--- src/rtl/pipeline_hazard_ctrl_if.sv ---
// Control bundle between the hazard controller and the LEGv8 pipeline registers.
// The pipeline side uses the master modport; the controller uses the slave modport.
interface pipeline_hazard_ctrl_if #(
   parameter int CNT_W = 16
);
   logic [31:0]      InstrID;
   logic             MemRead_EX;
   logic [4:0]       Rd_EX;
   logic             BranchTaken_MEM;
   logic             DMemBusy;
   logic             PCWrite;
   logic             IFIDWrite;
   logic             IDEXBubble;
   logic             PipeHold;
   logic             FlushIFID;
   logic             FlushIDEX;
   logic             FlushEXMEM;
   logic             PCSrc;
   logic [CNT_W-1:0] StallCycles;
   logic [CNT_W-1:0] FlushCount;
   logic             MemTimeout;

   modport master (
      output InstrID, MemRead_EX, Rd_EX, BranchTaken_MEM, DMemBusy,
      input  PCWrite, IFIDWrite, IDEXBubble, PipeHold,
      input  FlushIFID, FlushIDEX, FlushEXMEM, PCSrc,
      input  StallCycles, FlushCount, MemTimeout
   );

   modport slave (
      input  InstrID, MemRead_EX, Rd_EX, BranchTaken_MEM, DMemBusy,
      output PCWrite, IFIDWrite, IDEXBubble, PipeHold,
      output FlushIFID, FlushIDEX, FlushEXMEM, PCSrc,
      output StallCycles, FlushCount, MemTimeout
   );
endinterface

--- src/rtl/pipeline_hazard_ctrl.sv ---
// Hazard and sequencing controller for the 5-stage LEGv8 pipeline: load-use bubbles,
// taken-branch flushes, data-memory freeze, saturating counters and a sticky timeout.
module pipeline_hazard_ctrl #(
   parameter int CNT_W       = 16,
   parameter int MEM_TIMEOUT = 255,
   parameter int TO_W        = 8
) (
   input  logic                  CLK,
   input  logic                  Reset,
   pipeline_hazard_ctrl_if.slave bus
);

   typedef enum logic [1:0] {
      RUN      = 2'd0,
      LU_STALL = 2'd1,
      MEM_WAIT = 2'd2
   } state_t;

   localparam logic [TO_W-1:0]  TO_LAST = TO_W'(MEM_TIMEOUT - 1);
   localparam logic [TO_W-1:0]  TO_MAX  = {TO_W{1'b1}};
   localparam logic [CNT_W-1:0] CNT_MAX = {CNT_W{1'b1}};

   // ADDI, ADDIS, SUBI, SUBIS, ANDI, ANDIS, ORRI, EORI opcodes in [31:22]
   localparam int N_IOPS = 8;
   localparam logic [9:0] I_OPS [N_IOPS] = '{
      10'b1001000100, 10'b1011000100, 10'b1101000100, 10'b1111000100,
      10'b1001001000, 10'b1111001000, 10'b1011001000, 10'b1101001000
   };

   state_t           state_reg, state_next;
   logic [CNT_W-1:0] stall_cnt_reg, stall_cnt_next;
   logic [CNT_W-1:0] flush_cnt_reg, flush_cnt_next;
   logic [TO_W-1:0]  busy_cnt_reg, busy_cnt_next;
   logic             timeout_reg, timeout_next;

   logic [10:0]       op11;
   logic [4:0]        rn, rm, rt;
   logic              is_lsl, is_ldur, is_stur, is_cb, is_b, is_itype;
   logic [N_IOPS-1:0] iop_match;
   logic              rn_valid, rm_valid, rt_valid;
   logic              hazard;

   logic pc_write, ifid_write, idex_bubble, pipe_hold;
   logic flush_all, pc_src;
   logic stall_inc, flush_inc;

   assign op11 = bus.InstrID[31:21];
   assign rn   = bus.InstrID[9:5];
   assign rm   = bus.InstrID[20:16];
   assign rt   = bus.InstrID[4:0];

   assign is_lsl  = (op11 == 11'b11010011011);
   assign is_ldur = (op11 == 11'b11111000010);
   assign is_stur = (op11 == 11'b11111000000);
   assign is_cb   = (bus.InstrID[31:24] == 8'b10110100) || (bus.InstrID[31:24] == 8'b10110101);
   assign is_b    = (bus.InstrID[31:26] == 6'b000101) || (bus.InstrID[31:26] == 6'b100101);

   genvar gi;
   generate
      for (gi = 0; gi < N_IOPS; gi++) begin : g_iop
         assign iop_match[gi] = (bus.InstrID[31:22] == I_OPS[gi]);
      end
   endgenerate
   assign is_itype = |iop_match;

   // R-type is the fall-through class, so a flushed all-zero IF/ID reads Rn=Rm=X0.
   always_comb begin
      rn_valid = 1'b1;
      rm_valid = 1'b1;
      rt_valid = 1'b0;
      if (is_lsl || is_ldur) begin
         rm_valid = 1'b0;
      end else if (is_stur) begin
         rm_valid = 1'b0;
         rt_valid = 1'b1;
      end else if (is_cb) begin
         rn_valid = 1'b0;
         rm_valid = 1'b0;
         rt_valid = 1'b1;
      end else if (is_b) begin
         rn_valid = 1'b0;
         rm_valid = 1'b0;
      end else if (is_itype) begin
         rm_valid = 1'b0;
      end
   end

   assign hazard = bus.MemRead_EX && (bus.Rd_EX != 5'd31) &&
                   ((rn_valid && (bus.Rd_EX == rn)) ||
                    (rm_valid && (bus.Rd_EX == rm)) ||
                    (rt_valid && (bus.Rd_EX == rt)));

   always_comb begin
      pc_write      = 1'b1;
      ifid_write    = 1'b1;
      idex_bubble   = 1'b0;
      pipe_hold     = 1'b0;
      flush_all     = 1'b0;
      pc_src        = 1'b0;
      stall_inc     = 1'b0;
      flush_inc     = 1'b0;
      state_next    = RUN;
      busy_cnt_next = '0;
      timeout_next  = timeout_reg;

      if (bus.DMemBusy) begin
         pc_write      = 1'b0;
         ifid_write    = 1'b0;
         pipe_hold     = 1'b1;
         stall_inc     = 1'b1;
         state_next    = MEM_WAIT;
         busy_cnt_next = (busy_cnt_reg == TO_MAX) ? busy_cnt_reg : busy_cnt_reg + TO_W'(1);
         if (busy_cnt_reg >= TO_LAST) begin
            timeout_next = 1'b1;
         end
      end else if (bus.BranchTaken_MEM) begin
         flush_all = 1'b1;
         pc_src    = 1'b1;
         flush_inc = 1'b1;
      end else if ((state_reg != LU_STALL) && hazard) begin
         // Leaving MEM_WAIT takes this path too, so a hazard waiting behind the freeze still bubbles.
         pc_write    = 1'b0;
         ifid_write  = 1'b0;
         idex_bubble = 1'b1;
         stall_inc   = 1'b1;
         state_next  = LU_STALL;
      end

      stall_cnt_next = (stall_inc && (stall_cnt_reg != CNT_MAX)) ?
                       stall_cnt_reg + CNT_W'(1) : stall_cnt_reg;
      flush_cnt_next = (flush_inc && (flush_cnt_reg != CNT_MAX)) ?
                       flush_cnt_reg + CNT_W'(1) : flush_cnt_reg;
   end

   always_ff @(posedge CLK) begin
      if (Reset) begin
         state_reg     <= RUN;
         stall_cnt_reg <= '0;
         flush_cnt_reg <= '0;
         busy_cnt_reg  <= '0;
         timeout_reg   <= 1'b0;
      end else begin
         state_reg     <= state_next;
         stall_cnt_reg <= stall_cnt_next;
         flush_cnt_reg <= flush_cnt_next;
         busy_cnt_reg  <= busy_cnt_next;
         timeout_reg   <= timeout_next;
      end
   end

   assign bus.PCWrite     = pc_write;
   assign bus.IFIDWrite   = ifid_write;
   assign bus.IDEXBubble  = idex_bubble;
   assign bus.PipeHold    = pipe_hold;
   assign bus.FlushIFID   = flush_all;
   assign bus.FlushIDEX   = flush_all;
   assign bus.FlushEXMEM  = flush_all;
   assign bus.PCSrc       = pc_src;
   assign bus.StallCycles = stall_cnt_reg;
   assign bus.FlushCount  = flush_cnt_reg;
   assign bus.MemTimeout  = timeout_reg;

endmodule

--- src/flat_wrapper.sv ---
// flat-port wrapper written by rule: the top's interface ports become plain ports
module pipeline_hazard_ctrl_flat 
#(
   parameter int CNT_W       = 16,
   parameter int MEM_TIMEOUT = 255,
   parameter int TO_W        = 8
)
  (CLK, Reset, bus_InstrID, bus_MemRead_EX, bus_Rd_EX, bus_BranchTaken_MEM, bus_DMemBusy, bus_PCWrite, bus_IFIDWrite, bus_IDEXBubble, bus_PipeHold, bus_FlushIFID, bus_FlushIDEX, bus_FlushEXMEM, bus_PCSrc, bus_StallCycles, bus_FlushCount, bus_MemTimeout);
  pipeline_hazard_ctrl_if #(.CNT_W(CNT_W)) bus_i ();
  input  logic CLK;
  input  logic Reset;
  input wire logic [$bits(bus_i.InstrID)-1:0] bus_InstrID;
  input wire logic [$bits(bus_i.MemRead_EX)-1:0] bus_MemRead_EX;
  input wire logic [$bits(bus_i.Rd_EX)-1:0] bus_Rd_EX;
  input wire logic [$bits(bus_i.BranchTaken_MEM)-1:0] bus_BranchTaken_MEM;
  input wire logic [$bits(bus_i.DMemBusy)-1:0] bus_DMemBusy;
  output wire logic [$bits(bus_i.PCWrite)-1:0] bus_PCWrite;
  output wire logic [$bits(bus_i.IFIDWrite)-1:0] bus_IFIDWrite;
  output wire logic [$bits(bus_i.IDEXBubble)-1:0] bus_IDEXBubble;
  output wire logic [$bits(bus_i.PipeHold)-1:0] bus_PipeHold;
  output wire logic [$bits(bus_i.FlushIFID)-1:0] bus_FlushIFID;
  output wire logic [$bits(bus_i.FlushIDEX)-1:0] bus_FlushIDEX;
  output wire logic [$bits(bus_i.FlushEXMEM)-1:0] bus_FlushEXMEM;
  output wire logic [$bits(bus_i.PCSrc)-1:0] bus_PCSrc;
  output wire logic [$bits(bus_i.StallCycles)-1:0] bus_StallCycles;
  output wire logic [$bits(bus_i.FlushCount)-1:0] bus_FlushCount;
  output wire logic [$bits(bus_i.MemTimeout)-1:0] bus_MemTimeout;
  assign bus_i.InstrID = bus_InstrID;
  assign bus_i.MemRead_EX = bus_MemRead_EX;
  assign bus_i.Rd_EX = bus_Rd_EX;
  assign bus_i.BranchTaken_MEM = bus_BranchTaken_MEM;
  assign bus_i.DMemBusy = bus_DMemBusy;
  assign bus_PCWrite = bus_i.PCWrite;
  assign bus_IFIDWrite = bus_i.IFIDWrite;
  assign bus_IDEXBubble = bus_i.IDEXBubble;
  assign bus_PipeHold = bus_i.PipeHold;
  assign bus_FlushIFID = bus_i.FlushIFID;
  assign bus_FlushIDEX = bus_i.FlushIDEX;
  assign bus_FlushEXMEM = bus_i.FlushEXMEM;
  assign bus_PCSrc = bus_i.PCSrc;
  assign bus_StallCycles = bus_i.StallCycles;
  assign bus_FlushCount = bus_i.FlushCount;
  assign bus_MemTimeout = bus_i.MemTimeout;
  pipeline_hazard_ctrl #(.CNT_W(CNT_W), .MEM_TIMEOUT(MEM_TIMEOUT), .TO_W(TO_W)) u_core (.CLK(CLK), .Reset(Reset), .bus(bus_i));
endmodule
--- config.mk ---
export PLATFORM = sky130hd
export DESIGN_NAME = pipeline_hazard_ctrl_flat
export DESIGN_NICKNAME = d
export VERILOG_FILES = /design/src/rtl/pipeline_hazard_ctrl_if.sv /design/src/rtl/pipeline_hazard_ctrl.sv /design/src/flat_wrapper.sv
export SDC_FILE = /design/constraint.sdc
export NUM_CORES = 1
export LEC_CHECK = 0
export CAP_MARGIN = 20
export CORE_ASPECT_RATIO = 0.5
export CORE_MARGIN = 4
export CORE_UTILIZATION = 30
export DETAILED_ROUTE_END_ITERATION = 6
export GPL_TIMING_DRIVEN = 1
export PLACE_DENSITY = 0.61
export SYNTH_ARGS = -nofsm -noshare
export SYNTH_HDL_FRONTEND = slang
export SYNTH_SLANG_ARGS = --single-unit
export TNS_END_PERCENT = 1
--- constraint.sdc ---
create_clock -name CLK -period 2.95 [get_ports CLK]
set_clock_uncertainty 0.05 [all_clocks]
set_input_delay 0.295 -clock CLK [delete_from_list [all_inputs] [get_ports CLK]]
set_output_delay 0.295 -clock CLK [all_outputs]
set_load 0.05 [all_outputs]
==> results.cfg, run 1 <==
[global_routing]
grt_pass1_wl_um = 9820
grt_antenna_before_repair = 0
grt_pass1_vias = 2064
track_usage_pct = 12.6
grt_overflow = 0
grt_max_degree = 20

[logic_synthesis]
synth_area_um2 = 2300
synthFlopType = dfxtp_1
synth_top_area_share_pct = 37.5
syn_nets = 323
ys_types = 40
yosys.area.top_type = dfxtp_1
yosys_warnings = 0
synth_edf_count = 0
synth_area_leaders = dfxtp_1 (37%), xor2_1 (8.4%), xnor2_1 (5.3%)
synthTopCellsByCount = dfxtp_1 (43), nor2_1 (32), nand3_1 (22), xor2_1 (22), a21oi_1 (20)
ys_ff_latch = 43
avgSynthCellArea_um2 = 8.29
yosysSeqAreaShare_pct = 37.5
synth.most_common_cell = dfxtp_1
synthCells = 277
async_reset_ff_share_pct = 0

[routing]
dr_total_vias = 2205
drc = 0
ant_nets = 0
via_per_inst = 4.89
wl_um = 5890
drtIter0Drc = 153
wl_per_cell_um = 13.1
drtPass1Iterations = 4

[critical_path]
r2r-start = u_core.bus.StallCycles[0]$_SDFFE_PP0P_
reg2reg_slack_ps = 560
slowest_delay_ps = 540
worstReg2RegEnd = u_core.bus.StallCycles[1]$_SDFFE_PP0P_
path_delay_family = simple AND/OR/NAND/NOR gates
crit_path_cell_trace = clkdlybuf4s50_1, and4bb_1, o2bb2ai_1, nand4_1, a41oi_1, o21ai_1, or2b_1, nor2b_2, buf_12
required_ps = 2610
cp.arrival_ps = 2350
critPathCaptureType = output pin
crit_path_max_fanout = 5
crit_type = primary input to output pin
cpMaxStageDelayCell = clkdlybuf4s50_1
cp_num_buf_inv = 2
reg2regPathDepth = 8
crit_path_start = bus_InstrID[27]
critPathLaunchType = primary input

[timing]
min_period_ps = 2700
setup_viol = 0
maxSlewHeadroom_pct = 57.1
setup_tns_ps = 0
hold_violations = 0
maxSlewViolCount = 0
clock.fmax_mhz = 371
rsz0062_at_grt = false
tightest_slew_ps = 644
post-route-period-util_pct = 91.4

[clock_network]
cts_buffers = 5
cts-root-buf = clkbuf_16
clockBufferDepth = 2
clkLatencyLatePin_ps = 280
cts_max_level = 2
clk_pin_slew_ps = 60
postCtsSetupBuffers = 0
cts_tree = built
clock_sinks = 43
cts_hold_buffers = 0

[die]
dieArea_um2 = 9210
die_height_um = 69.9
die_x_um = 132
io_pins = 83
core_um2 = 7380
rows = 22
start_util_pct = 31.1

[flow_run]
maxCapViolCount = 0

[placement]
port_buffers = 76
gp_congestion = 0.831
dp.final_hpwl_um = 4550
place_inst = 443

[finish]
drive_above_1_share_pct = 5.92
final_core_util_pct = 45.5
antennaDiodeCount = 0
nets = 400
syn2layout_area_growth_pct = 46.0
fin_cells = 451

[power]
total_power_mw = 1.43
peakVddDrop_v = 0.000216
p_leak_nw = 1.16
power_density_nw_per_um2 = 427

[min_path]
min_path_type = register to register
holdPathStages = 2
worstHoldStart = u_core.bus.MemTimeout$_SDFFE_PP0P_
holdPathEnd = u_core.bus.MemTimeout$_SDFFE_PP0P_

[outcome]
status = complete, no violations
-- cell type report --
cell class | count | area, µm²
clock buffers | 5 | 125
clock inverters | 3 | 47.5
repair buffers | 83 | 843
flip-flops and latches | 43 | 861
well taps | 96 | 120
multi-input cells | 213 | 1330
fillers | 726 | 4020
inverters | 8 | 30.0
-- power breakdown --
part | switching [mW] | internal (mW)
clock | 0.240 | 0.404
sequential | 0.00777 | 0.588
combinational | 0.0979 | 0.0942
total | 0.346 | 1.09
-- worst min-delay path, cell delays in order, from the launching register on --
cell and delay (ps):
dfxtp_1 330, nor2_1 50, nor2_1 70
-- cell families after synthesis --
group                    synth area share [%]
AO/OA/AOI/OAI                            11.8
buffers and inverters                    4.90
adder cells (fa/ha/maj)                  2.18
flip-flops                               37.5
XOR/XNOR                                 13.7
AND/OR/NAND/NOR                          29.0
multiplexers                            0.926
-- metal layers --
metal | up-vias | part of all wire, % | GRT usage (%)
met5 | - | 0 | 0
met4 | 0 | 0.82 | 2.79
met3 | 5 | 2.6 | 2.59
met2 | 32 | 50 | 22.1
met1 | 1036 | 46 | 16.1
li1 | 1132 | - | -
-- cell usage in the layout, fill, tap and decap left out, types with 2 or more instances in the layout --
cell type / count
nor2_1: 32
or3_1: 8
clkdlybuf4s50_1: 73
nor3b_1: 2
and3_1: 6
nand2b_1: 2
a211oi_1: 4
and2_1: 3
a21oi_1: 20
nor2b_1: 4
o21ai_0: 9
buf_12: 3
or4_1: 4
xnor2_1: 14
nand4_1: 10
o31ai_1: 4
nand2_1: 16
xor2_1: 22
buf_4: 7
ha_1: 4
a31oi_1: 3
and4bb_1: 2
dfxtp_1: 43
or4b_1: 2
nor3_1: 6
nand3_1: 22
inv_1: 8
clkbuf_16: 5
-- how the worst max path moves through the flow --
stage / to / depth (start not counted)
after global placement: u_core.bus.StallCycles[1]$_SDFFE_PP0P_ / 10
final: bus_PCWrite / 9
after floorplan: bus_PCWrite / 8
after CTS: bus_PCWrite / 9
after global routing: bus_PCWrite / 9
after detailed placement: u_core.bus.StallCycles[1]$_SDFFE_PP0P_ / 10
-- what timing repair did --
action | 4_1_cts | 5_1_grt
setup endpoints to repair | 0 | 2
hold endpoints to repair | 0 | 0
gates resized for setup | 0 | 1
-- per-stage QoR --
stage	instance area (µm²)	worst slack, ps	hold slack, ps
floorplan	2300	278	324
global placement	3180	131	411
detailed placement	3180	64.4	430
CTS	3350	148	445
global route	3350	69.7	470
finish	3350	253	433
(Power assumes the default switching activity.)
==> run 2, diff against run 1 <==
--- a/config.mk
+++ b/config.mk
@@ -5,13 +5,14 @@
 export SDC_FILE = /design/constraint.sdc
 export NUM_CORES = 1
 export LEC_CHECK = 0
+export ABC_AREA = 1
 export CAP_MARGIN = 20
 export CORE_ASPECT_RATIO = 0.5
 export CORE_MARGIN = 4
 export CORE_UTILIZATION = 30
 export DETAILED_ROUTE_END_ITERATION = 6
 export GPL_TIMING_DRIVEN = 1
-export PLACE_DENSITY = 0.61
+export PLACE_DENSITY = 0.59
 export SYNTH_ARGS = -nofsm -noshare
 export SYNTH_HDL_FRONTEND = slang
 export SYNTH_SLANG_ARGS = --single-unit
==> run 2 against run 1 <==
Final cell count grew 27%; non-clock buffer count shrank 6; largest power group is now sequential cells; die area grew 14%; via count grew 19%; first-iteration DRC count shrank 36%; largest cell class unchanged; fmax grew 11%; critical path depth grew 2; wire length grew 14%; power shrank 6.1%.
==> results.cfg, run 2 <==
[logic_synthesis]
synth_area_leaders = dfxtp_1 (32%), nand2_1 (11%), nor2_1 (6.8%)
yosys_warnings = 0
synth.most_common_cell = nand2_1
yosysSeqAreaShare_pct = 32.5
synthCells = 389
async_reset_ff_share_pct = 0
synthTopCellsByCount = nand2_1 (79), nor2_1 (48), inv_1 (46)
synth_area_um2 = 2650
synth_edf_count = 0
syn_nets = 435
ys_types = 33
yosys.area.top_type = dfxtp_1
synthFlopType = dfxtp_1
ys_ff_latch = 43
synth_top_area_share_pct = 32.5
avgSynthCellArea_um2 = 6.82

[critical_path]
crit_path_start = bus_InstrID[28]
worstReg2RegEnd = u_core.bus.FlushCount[14]$_SDFFE_PP0P_
reg2reg_slack_ps = 960
critPathCaptureType = output pin
r2r-start = u_core.bus.FlushCount[0]$_SDFFE_PP0P_
crit_path_max_fanout = 19
required_ps = 2610
endpoint = bus_IFIDWrite
critPathLaunchType = primary input
cp.arrival_ps = 2090
crit_type = primary input to output pin
reg2regPathDepth = 13

[timing]
maxSlewViolCount = 0
tightest_slew_ps = 525
rsz0062_at_grt = false
setup_viol = 0
clock.fmax_mhz = 410
min_period_ps = 2440
setup_tns_ps = 0
hold_violations = 0
fin_hold_ws_ps = 427
maxSlewHeadroom_pct = 64.9
post-route-period-util_pct = 82.6

[placement]
port_buffers = 76
dp.final_hpwl_um = 5220
gp_congestion = 0.811

[die]
start_util_pct = 32.0
rows = 23
dieArea_um2 = 10500
io_pins = 83
die_x_um = 141
core_um2 = 8290
die_height_um = 74.5

[finish]
final_cell_mix = nand2_1 (79), clkdlybuf4s50_1 (73), nor2_1 (48)
syn2layout_area_growth_pct = 37.6
final_common_cell = nand2_1
nFillCells = 871
antennaDiodeCount = 0
nets = 508
drive_above_1_share_pct = 6.71

[power]
p_leak_nw = 1.40
peakVddDrop_v = 0.000215
power_density_nw_per_um2 = 368

[routing]
wl_um = 6690
via_per_inst = 4.56
drtIter0Drc = 98
ant_nets = 0
drtPass1Iterations = 4
dr_total_vias = 2618
wl_per_cell_um = 11.7
drc = 0

[clock_network]
cts_hold_buffers = 0
cts_tree = built
postCtsSetupBuffers = 0
cts.repair.resized = 0
clock_sinks = 43
clkLatencyLatePin_ps = 280
cts-root-buf = clkbuf_16
cts_max_level = 2
clockBufferDepth = 2
clk_pin_slew_ps = 60
cts_buffers = 5

[min_path]
min_path_type = register to register

[global_routing]
grt_pass1_vias = 2525
grt_antenna_before_repair = 0
track_usage_pct = 13.5
grt_max_degree = 20
grt_pass1_wl_um = 11500
grt_overflow = 0

[outcome]
status = complete, no violations

[flow_run]
maxCapViolCount = 0
run 2: area by class of cell:
| type | count | area, µm² | area share [%] |
|---|---|---|---|
| Clock buffer | 6 | 139 | 3.81 |
| Clock inverter | 1 | 5.00 | 0.137 |
| Inverter | 52 | 195 | 5.35 |
| Multi-Input combinational cell | 283 | 1520 | 41.8 |
| Sequential cell | 43 | 861 | 23.6 |
| Tap cell | 112 | 140 | 3.84 |
| Timing Repair Buffer | 77 | 786 | 21.5 |
run 2: kinds of logic after synthesis:
family                   after synthesis  share of synthesized area [%]
AND/OR/NAND/NOR                      192                           33.0
buffers and inverters                 63                           10.1
AO/OA/AOI/OAI                         53                           11.4
flip-flops                            43                           32.5
XOR/XNOR                              34                           11.2
adder cells (fa/ha/maj)                4                           1.89
run 2: per-layer routing:
layer  share of wire [%]  global-route usage [%]  up-vias
li1                    -                       -     1402
met1                  50                    17.3     1172
met2                  46                    23.4       38
met3                 2.7                    3.15        6
met4                 1.1                    3.87        0
met5                   0                       0        -
run 2: how the worst min path moves through the flow:
stage	start	endpoint	slack [ps]	cells after the start
finish	u_core.bus.MemTimeout$_SDFFE_PP0P_	u_core.bus.MemTimeout$_SDFFE_PP0P_	430	2
global route	u_core.bus.FlushCount[6]$_SDFFE_PP0P_	u_core.bus.FlushCount[6]$_SDFFE_PP0P_	470	2
CTS	u_core.bus.MemTimeout$_SDFFE_PP0P_	u_core.bus.MemTimeout$_SDFFE_PP0P_	440	2
detailed placement	u_core.bus.MemTimeout$_SDFFE_PP0P_	u_core.bus.MemTimeout$_SDFFE_PP0P_	420	2
global placement	u_core.bus.MemTimeout$_SDFFE_PP0P_	u_core.bus.MemTimeout$_SDFFE_PP0P_	400	2
floorplan	bus_DMemBusy	u_core.state_reg[0]$_SDFF_PP0_	320	1
run 2: report_power, final:
group	internal [mW]	total [mW]	switching, mW
registers	0.587	0.595	0.00749
logic	0.0916	0.200	0.108
clock network	0.330	0.549	0.219
total	1.01	1.34	0.334
run 2: critical path: stages:
cell and delay [ps]:
clkdlybuf4s50_1 550, nand2_1 80, nor2_1 140, nand2_1 100, o21ai_1 140, nand2_1 60
nand3_1 100, nand2_2 90, nand2_4 210, inv_1 150, buf_12 170
run 2: through the flow:
stage	setup slack, ps	utilization (%)	cell area (µm²)	power (mW)	instances
3_3_place_gp	520	42.3	3510	0.808	567
2_1_floorplan	696	-	2650	0.719	389
6_report	513	44.0	3650	1.34	574
3_5_place_dp	505	42.3	3510	0.809	567
4_1_cts	501	44.0	3650	1.37	574
5_1_grt	318	44.0	3650	1.41	574
==> run 3, diff against run 2 <==
==> constraint.sdc (replaced) <==
create_clock -name CLK -period 2.4 [get_ports CLK]
set_clock_uncertainty 0.05 [all_clocks]
set_input_delay 0.24 -clock CLK [delete_from_list [all_inputs] [get_ports CLK]]
set_output_delay 0.24 -clock CLK [all_outputs]
set_load 0.05 [all_outputs]
==> run 3 against run 2 <==
Register-to-register slack worse by 560 ps; power grew 23%; combinational power rose by 24%; flip-flop and latch count is the same; via count down 0.57%; largest cell class unchanged.
==> results.cfg, run 3 (same netlist as run 2, synthesis figures left out) <==
[routing]
wl_per_cell_um = 11.3
drtPass1Iterations = 4
drc = 0
drtIter0Drc = 148
via_per_inst = 4.51
ant_nets = 0
dr_total_vias = 2603
wl_um = 6530

[timing]
tightest_slew_ps = 527
maxSlewViolCount = 0
clock.fmax_mhz = 452
post-route-period-util_pct = 92.1
hold_violations = 0
maxSlewHeadroom_pct = 64.7
setup_ws_ps = 189
rsz0062_at_grt = false
min_period_ps = 2210
setup_viol = 0
setup_tns_ps = 0

[critical_path]
critPathLaunchType = primary input
crit_type = primary input to output pin
path_delay_family = buffers and inverters
cpMaxStageDelayCell = clkdlybuf4s50_1
crit_top_cell = nand2_1
required_ps = 2110
crit_path_max_fanout = 13
cp_num_buf_inv = 4
reg2reg_slack_ps = 400
cp.arrival_ps = 1920
crit_path_start = bus_InstrID[31]
slowest_delay_ps = 520
crit_path_cell_trace = clkdlybuf4s50_1, inv_1, nor2_1, nand2_1, nand2_1, nand2_1, nand2_1, nor2_1, nand3_1, nand3_1, nand2_2, nand2_4, inv_2, buf_12
r2r-start = u_core.bus.FlushCount[0]$_SDFFE_PP0P_
reg2regPathDepth = 13
worstReg2RegEnd = u_core.bus.FlushCount[14]$_SDFFE_PP0P_
critPathCaptureType = output pin

[outcome]
status = complete, no violations

[placement]
port_buffers = 76
gp_congestion = 0.812
place_inst = 570
post-place-ws_ps = 119
dp.final_hpwl_um = 5200

[min_path]
min_path_type = register to register
holdPathStages = 2
holdPathEnd = u_core.bus.MemTimeout$_SDFFE_PP0P_
worstHoldStart = u_core.bus.MemTimeout$_SDFFE_PP0P_

[clock_network]
cts_max_level = 2
postCtsSetupBuffers = 0
clockBufferDepth = 2
cts_buffers = 5
clk_pin_slew_ps = 50
cts_tree = built
clock_sinks = 43
cts-root-buf = clkbuf_16
clkLatencyLatePin_ps = 280

[finish]
fin_cells = 577
nets = 511
nFillCells = 850
final_core_util_pct = 44.3
final_cell_mix = nand2_1 (79), clkdlybuf4s50_1 (69), nor2_1 (48)
final_common_cell = nand2_1
antennaDiodeCount = 0
syn2layout_area_growth_pct = 38.5
drive_above_1_share_pct = 8.39

[global_routing]
track_usage_pct = 13.1
grt_pass1_wl_um = 11300
grt_pass1_vias = 2434
grt_max_degree = 19
grt_overflow = 0
grt_antenna_before_repair = 0

[power]
peakVddDrop_v = 0.000280
power_density_nw_per_um2 = 451
total_power_mw = 1.66
p_leak_nw = 1.43

[die]
dieArea_um2 = 10500
start_util_pct = 32.0
die_x_um = 141
core_um2 = 8290
rows = 23
io_pins = 83
die_height_um = 74.5

[flow_run]
maxCapViolCount = 0
==> run 3: routing by layer <==
metal,wire length (µm),vias up,global-route usage (%)
met2,2920,32,21.5
met3,195,6,3.21
li1,-,1404,-
met4,70,0,3.87
met1,3340,1161,17.5
met5,0,-,0
==> run 3: worst min-delay path: cells and delay by family, from the launching register on <==
| kind | cells | cell delay, ps |
|---|---|---|
| flops | 1 | 330 |
| simple gates | 2 | 110 |
==> run 3: final cells by class <==
type,count,area [µm²],share of cell area [%]
tap,112,140,3.81
clock buffer,6,139,3.78
multi-input combinational,283,1520,41.5
clock inverter,1,5.00,0.136
sequential,43,861,23.4
inverter,52,195,5.31
timing repair buffer,80,811,22.1
==> run 3: what timing repair did <==
item,in CTS,in global routing
resized for setup,0,1
hold buffers,0,0
setup endpoints to repair,0,2
==> run 3: through the flow <==
step	instance area [µm²]	hold WS [ps]
floorplan	2650	269
global placement	3530	405
detailed placement	3530	421
CTS	3670	435
global route	3670	471
finish	3670	425
==> run 3: worst max path at each step <==
stage	cells after the start	endpoint	slack, ps
after floorplan	11	u_core.bus.FlushCount[14]$_SDFFE_PP0P_	200
after global placement	14	bus_PCWrite	150
after detailed placement	14	bus_PCWrite	120
after CTS	14	bus_PCWrite	110
after global routing	13	bus_IFIDWrite	50
final	14	bus_PCWrite	190
==> run 3: power breakdown <==
group | internal [mW] | total (mW) | leakage (nW) | switching [mW]
clock | 0.406 | 0.678 | 0.0727 | 0.271
combinational | 0.115 | 0.248 | 1.01 | 0.133
sequential | 0.722 | 0.731 | 0.348 | 0.00934
==> patch 1, RTL diff (flow settings as in run 1) <==
`MEM_TIMEOUT` is set to 255 in 2 places; all go to 127.
--- a/src/rtl/pipeline_hazard_ctrl.sv
+++ b/src/rtl/pipeline_hazard_ctrl.sv
@@ -2,7 +2,7 @@
 // taken-branch flushes, data-memory freeze, saturating counters and a sticky timeout.
 module pipeline_hazard_ctrl #(
    parameter int CNT_W       = 16,
-   parameter int MEM_TIMEOUT = 255,
+   parameter int MEM_TIMEOUT = 127,
    parameter int TO_W        = 8
 ) (
    input  logic                  CLK,
--- a/src/flat_wrapper.sv
+++ b/src/flat_wrapper.sv
@@ -2,7 +2,7 @@
 module pipeline_hazard_ctrl_flat 
 #(
    parameter int CNT_W       = 16,
-   parameter int MEM_TIMEOUT = 255,
+   parameter int MEM_TIMEOUT = 127,
    parameter int TO_W        = 8
 )
   (CLK, Reset, bus_InstrID, bus_MemRead_EX, bus_Rd_EX, bus_BranchTaken_MEM, bus_DMemBusy, bus_PCWrite, bus_IFIDWrite, bus_IDEXBubble, bus_PipeHold, bus_FlushIFID, bus_FlushIDEX, bus_FlushEXMEM, bus_PCSrc, bus_StallCycles, bus_FlushCount, bus_MemTimeout);
Behaviour: no difference found for any inputs over 10 cycles, from zero or initial values and one cycle with Reset high; that may be too few to reach the edited logic, so the function may still have changed.
==> patch 1 against run 1 <==
Critical path type unchanged. Synthesized area up 8.2%. Count of clock-buffer cells in the layout is the same. Global-route usage is 0.45 points lower. Die area grew 7.4%. Setup slack improved by 0.10 ns. Via count down 1.1%. Total power is 4.8% lower. Sequential cell count is the same. Non-clock buffer count is 1 lower. Maximum frequency is 3.9% higher. Wire length rose by 2.6%. Final area grew 5.1%. Largest power group is now sequential cells. Synthesized cell count up 0.72%.
==> patch 1: results (changes against run 1) <==
stage	metric	value	unit	change
cts	worst skew pair latency	0.28	ns	about the same
yosys	sequential area share after synthesis	0.346		-0.0283
cells_and_area	nets@finish	401		+0.25%
cts	clock sink count	43		unchanged
global_routing	met3 Use GR	0.0235		-0.00235
route	DR vias/cell	4.66		-4.7%
cells_and_area	ratio of cells with drive above 1 in the final layout	0.107		+0.0476
yosys	Yosys cell types	52		+30%
worst_setup_path	highest net fanout along the worst path	4		-1
worst_setup_path	crit path DAT	2.25	ns	-0.10 ns
yosys	Syn. warnings	0		unchanged
pwr	Peak VDD IR	0.000263	V	+22%
cells_and_area	diode count	0		unchanged
route	first drt pass iteration count	4		unchanged
yosys	Synth Instances	279		+0.72%
yosys	Syn Nets	325		+0.62%
route	Routed WL per cell	12.9	um	-1.1%
placement	Cell Area, Placed	0.00338	mm2	+6.2%
placement	dpl cells	460		+3.8%
yosys	Async SR Flop Fraction	0		unchanged
cts	TritonCTS Buffers	5		unchanged
cells_and_area	Finished Layout Cells	468		+3.8%
worst_setup_path	Slowest cell on crit path	clkdlybuf4s50_1		
worst_setup_path	R2R cell count	8		unchanged
pwr	leakage	1.31	nW	+13%
yosys	top post-synthesis cells by count	dfxtp_1, nor2_1, xnor2_1, nand3_1, xor2_1		
global_routing	met1 GRT Util	0.156		-0.00538
global_routing	first-pass GRT wire length	9940	um	+1.2%
cts	CTS resizes	0		unchanged
cells_and_area	fillcell total	785		+8.1%
global_routing	initial antenna violation count	0		unchanged
worst_hold_path	hold path depth	2		unchanged
cts	Max H-tree Level	2		unchanged
worst_setup_path	Max stage delay on crit path	0.62	ns	+0.08 ns
cts	Post-CTS Setup Repair Bufs	0		unchanged
pwr	sw frac	0.261		+0.0191
global_routing	largest net degree at the start of global routing	22		+10%
cts	clock buffer depth	2		unchanged
sta	worst-margin pin slew	0.598	ns	-0.0465 ns
worst_hold_path	Tightest Hold Check Type	flip-flop to flip-flop		
global_routing	vias in the first global route	2103		+1.9%
placement	Final Wtd Congestion	0.805		-3.2%
yosys	Area contributors post-synth	dfxtp_1, xnor2_1, nor2_1, xor2_1, nand3_1		
cts	CTS clock-pin slew for the worst setup and hold paths	0.06	ns	about the same
run_status	outcome	complete, no violations		
global_routing	GRT Util Overall	0.122		-0.00447
global_routing	global routing usage on met2	0.212		-0.00920
cts	clk root buf	clkbuf_16		
placement	DP Wirelength	4830	um	+6.2%
route	Initial DRC Count	92		-40%
yosys	Main synth FF type	dfxtp_1		
placement	number of buffers added on ports	76		unchanged
==> patch 1: cell type report <==
type	instances	area, um2	area share
timing repair buffer	82	826	0.234
clock inverter	3	23.8	0.00674
clock buffer	5	125	0.0355
multi-input combinational	218	1530	0.434
sequential	43	861	0.244
inverter	5	18.8	0.00532
tap	112	140	0.0398
==> patch 1: final timing paths <==
check                       startpoint                         to  slack (ns)
max                       bus_Rd_EX[0]             bus_IDEXBubble        0.35
min reg2reg      u_core.bus.MemTimeout      u_core.bus.MemTimeout        0.43
max reg2reg  u_core.bus.StallCycles[0]  u_core.bus.StallCycles[9]        0.71
min              u_core.bus.MemTimeout      u_core.bus.MemTimeout        0.43
==> patch 1: layer usage <==
layer  vias to the layer above  share of wire
met3                         4          0.020
met4                         0          0.011
met1                      1033           0.47
met5                         -              0
met2                        19           0.50
li1                       1125              -
==> patch 1: metrics by stage <==
step | setup slack [ns] | util
2_1_floorplan | 0.432 | -
3_3_place_gp | 0.235 | 0.420
3_5_place_dp | 0.230 | 0.420
4_1_cts | 0.347 | 0.439
5_1_grt | 0.216 | 0.439
6_report | 0.355 | 0.439
==> patch 1: power groups by stage <==
stage,Clock [mW],Sequential [mW],Combinational (mW)
final,0.555,0.597,0.211
after global routing,0.599,0.598,0.227
after CTS,0.572,0.597,0.214
after detailed placement,0,0.610,0.213
after global placement,0,0.609,0.210
after floorplan,0,0.626,0.0992
==> patch 1: kinds of logic after synthesis <==
logic type / share of synthesized area
mux: 0.0398
xor+xnor: 0.123
simple gates: 0.322
fa+ha+maj: 0.0201
buf+inv: 0.0378
compound gates: 0.110
flops: 0.346
==> patch 1: worst max-delay path: cells and delay by family <==
family          cells  cell delay (ns)
buf+inv             2             0.79
simple gates        5             0.89
compound gates      1             0.12
xor+xnor            1             0.15
==> patch 2, RTL diff (settings of run 1) <==
Without the edit above. Encoding of `state_t`: now one-hot (3 bits for 3 states).
--- a/src/rtl/pipeline_hazard_ctrl.sv
+++ b/src/rtl/pipeline_hazard_ctrl.sv
@@ -10,10 +10,10 @@
    pipeline_hazard_ctrl_if.slave bus
 );
 
-   typedef enum logic [1:0] {
-      RUN      = 2'd0,
-      LU_STALL = 2'd1,
-      MEM_WAIT = 2'd2
+   typedef enum logic [2:0] {
+      RUN      = 3'b001,
+      LU_STALL = 3'b010,
+      MEM_WAIT = 3'b100
    } state_t;
 
    localparam logic [TO_W-1:0]  TO_LAST = TO_W'(MEM_TIMEOUT - 1);
Function: same outputs for any inputs over 10 cycles, from zero or initial values and one cycle with Reset high; not proved beyond that.
==> patch 2 against run 1 <==
Cell count increased by 2.2%. Register-to-register slack got worse by 0.08 ns. Synthesized area increased by 5.2%. Setup slack improved by 0.17 ns. Final area increased by 2.4%. Die area increased by 4.8%. Total power decreased by 4.8%. Sequential power increased by 2%. Wire length increased by 6.0%. Sequential cell count increased by 1. Non-clock buffer count decreased by 3. Critical path type unchanged. Largest cell class unchanged.
==> patch 2: results (changes against run 1) <==
stage	metric	value	unit	change
sta	worst-margin pin slew	0.517	ns	-0.127 ns
route	first drt pass iteration count	5		+1
route	DR vias/cell	4.87		-0.48%
cells_and_area	ratio of cells with drive above 1 in the final layout	0.0652		+0.00600
placement	Final Wtd Congestion	0.822		-1.1%
cells_and_area	Clock-cell share	0.0434		-0.00811
cells_and_area	Sequential Area	881	um2	+2.3%
placement	dpl cells	453		+2.3%
cells_and_area	nonclk inv count	4		-4
global_routing	GRT Util Overall	0.128		+0.00174
worst_setup_path	crit path capture	bus_IFIDWrite		
run_status	outcome	complete, no violations		
cells_and_area	fillcell total	729		+0.41%
cells_and_area	multi-input logic area	0.00142	mm2	+7.0%
yosys	Syn Nets	326		+0.93%
yosys	sequential area share after synthesis	0.364		-0.0103
cells_and_area	clkbuf count	6		+1
placement	Post-Place Worst Slack	0.209	ns	+0.144 ns
worst_setup_path	R2R cell count	7		-1
cells_and_area	nets@finish	398		-0.50%
global_routing	vias in the first global route	2128		+3.1%
yosys	top post-synthesis cells by count	dfxtp_1, nor2_1, xor2_1, nand3_1, a21oi_1		
cells_and_area	Signal buf overhead	0.243		-0.00869
pwr	Peak VDD IR	0.000230	V	+6.4%
route	total number of vias	2243		+1.7%
placement	DP Wirelength	4800	um	+5.4%
route	wire length on met1	2710	um	-0.99%
route	Initial DRC Count	117		-24%
route	met2 routed WL	3250	um	+10%
worst_setup_path	FF-to-FF End	u_core.bus.StallCycles[13]		
route	Routed WL per cell	13.5	um	+3.7%
cells_and_area	#MultiIn Comb	217		+1.9%
patch 2: changes by cell type after synthesis, sizes merged, moves of 4 or more:
cell          run 1  this run
nor3              6        11
inv               8         4
nor2             32        24
nor4b             0         4
and3              6        12
patch 2: routing by layer:
metal | global-route usage | vias up
li1 | - | 1152
met5 | 0 | -
met1 | 0.149 | 1050
met4 | 0.0313 | 0
met3 | 0.0393 | 4
met2 | 0.232 | 37
patch 2: logic make-up after synthesis:
| kind of cell | Yosys count | synth area share |
|---|---|---|
| and+or+nand+nor | 130 | 0.313 |
| AOI/OAI and AO/OA | 47 | 0.120 |
| DFF | 44 | 0.364 |
| xor gates and xnor gates | 33 | 0.120 |
| buffers and inverters | 19 | 0.0486 |
| adders and majority gates | 4 | 0.0207 |
| muxes | 3 | 0.0135 |
patch 2: power by group through the flow:
stage / clock network (mW) / logic (mW) / registers [mW]
floorplan: 0 / 0.0865 / 0.634
global placement: 0 / 0.187 / 0.621
detailed placement: 0 / 0.191 / 0.621
CTS: 0.584 / 0.192 / 0.608
global route: 0.612 / 0.202 / 0.609
finish: 0.565 / 0.190 / 0.608
patch 2: per-stage QoR:
| stage | hold WS (ns) | cell area, um2 | utilization | total power, mW |
|---|---|---|---|---|
| global placement | 0.424 | 3280 | 0.434 | 0.808 |
| global route | 0.479 | 3430 | 0.453 | 1.42 |
| finish | 0.428 | 3430 | 0.453 | 1.36 |
| detailed placement | 0.425 | 3280 | 0.434 | 0.812 |
| floorplan | 0.323 | 2420 | - | 0.721 |
| CTS | 0.440 | 3430 | 0.453 | 1.38 |
patch 2: critical path: stages:
cell and delay (ns):
clkdlybuf4s50_1 0.51, nor4b_2 0.33, nand3_1 0.11, a31oi_1 0.24, o211ai_2 0.13, a21oi_2 0.19
buf_12 0.21, buf_12 0.15
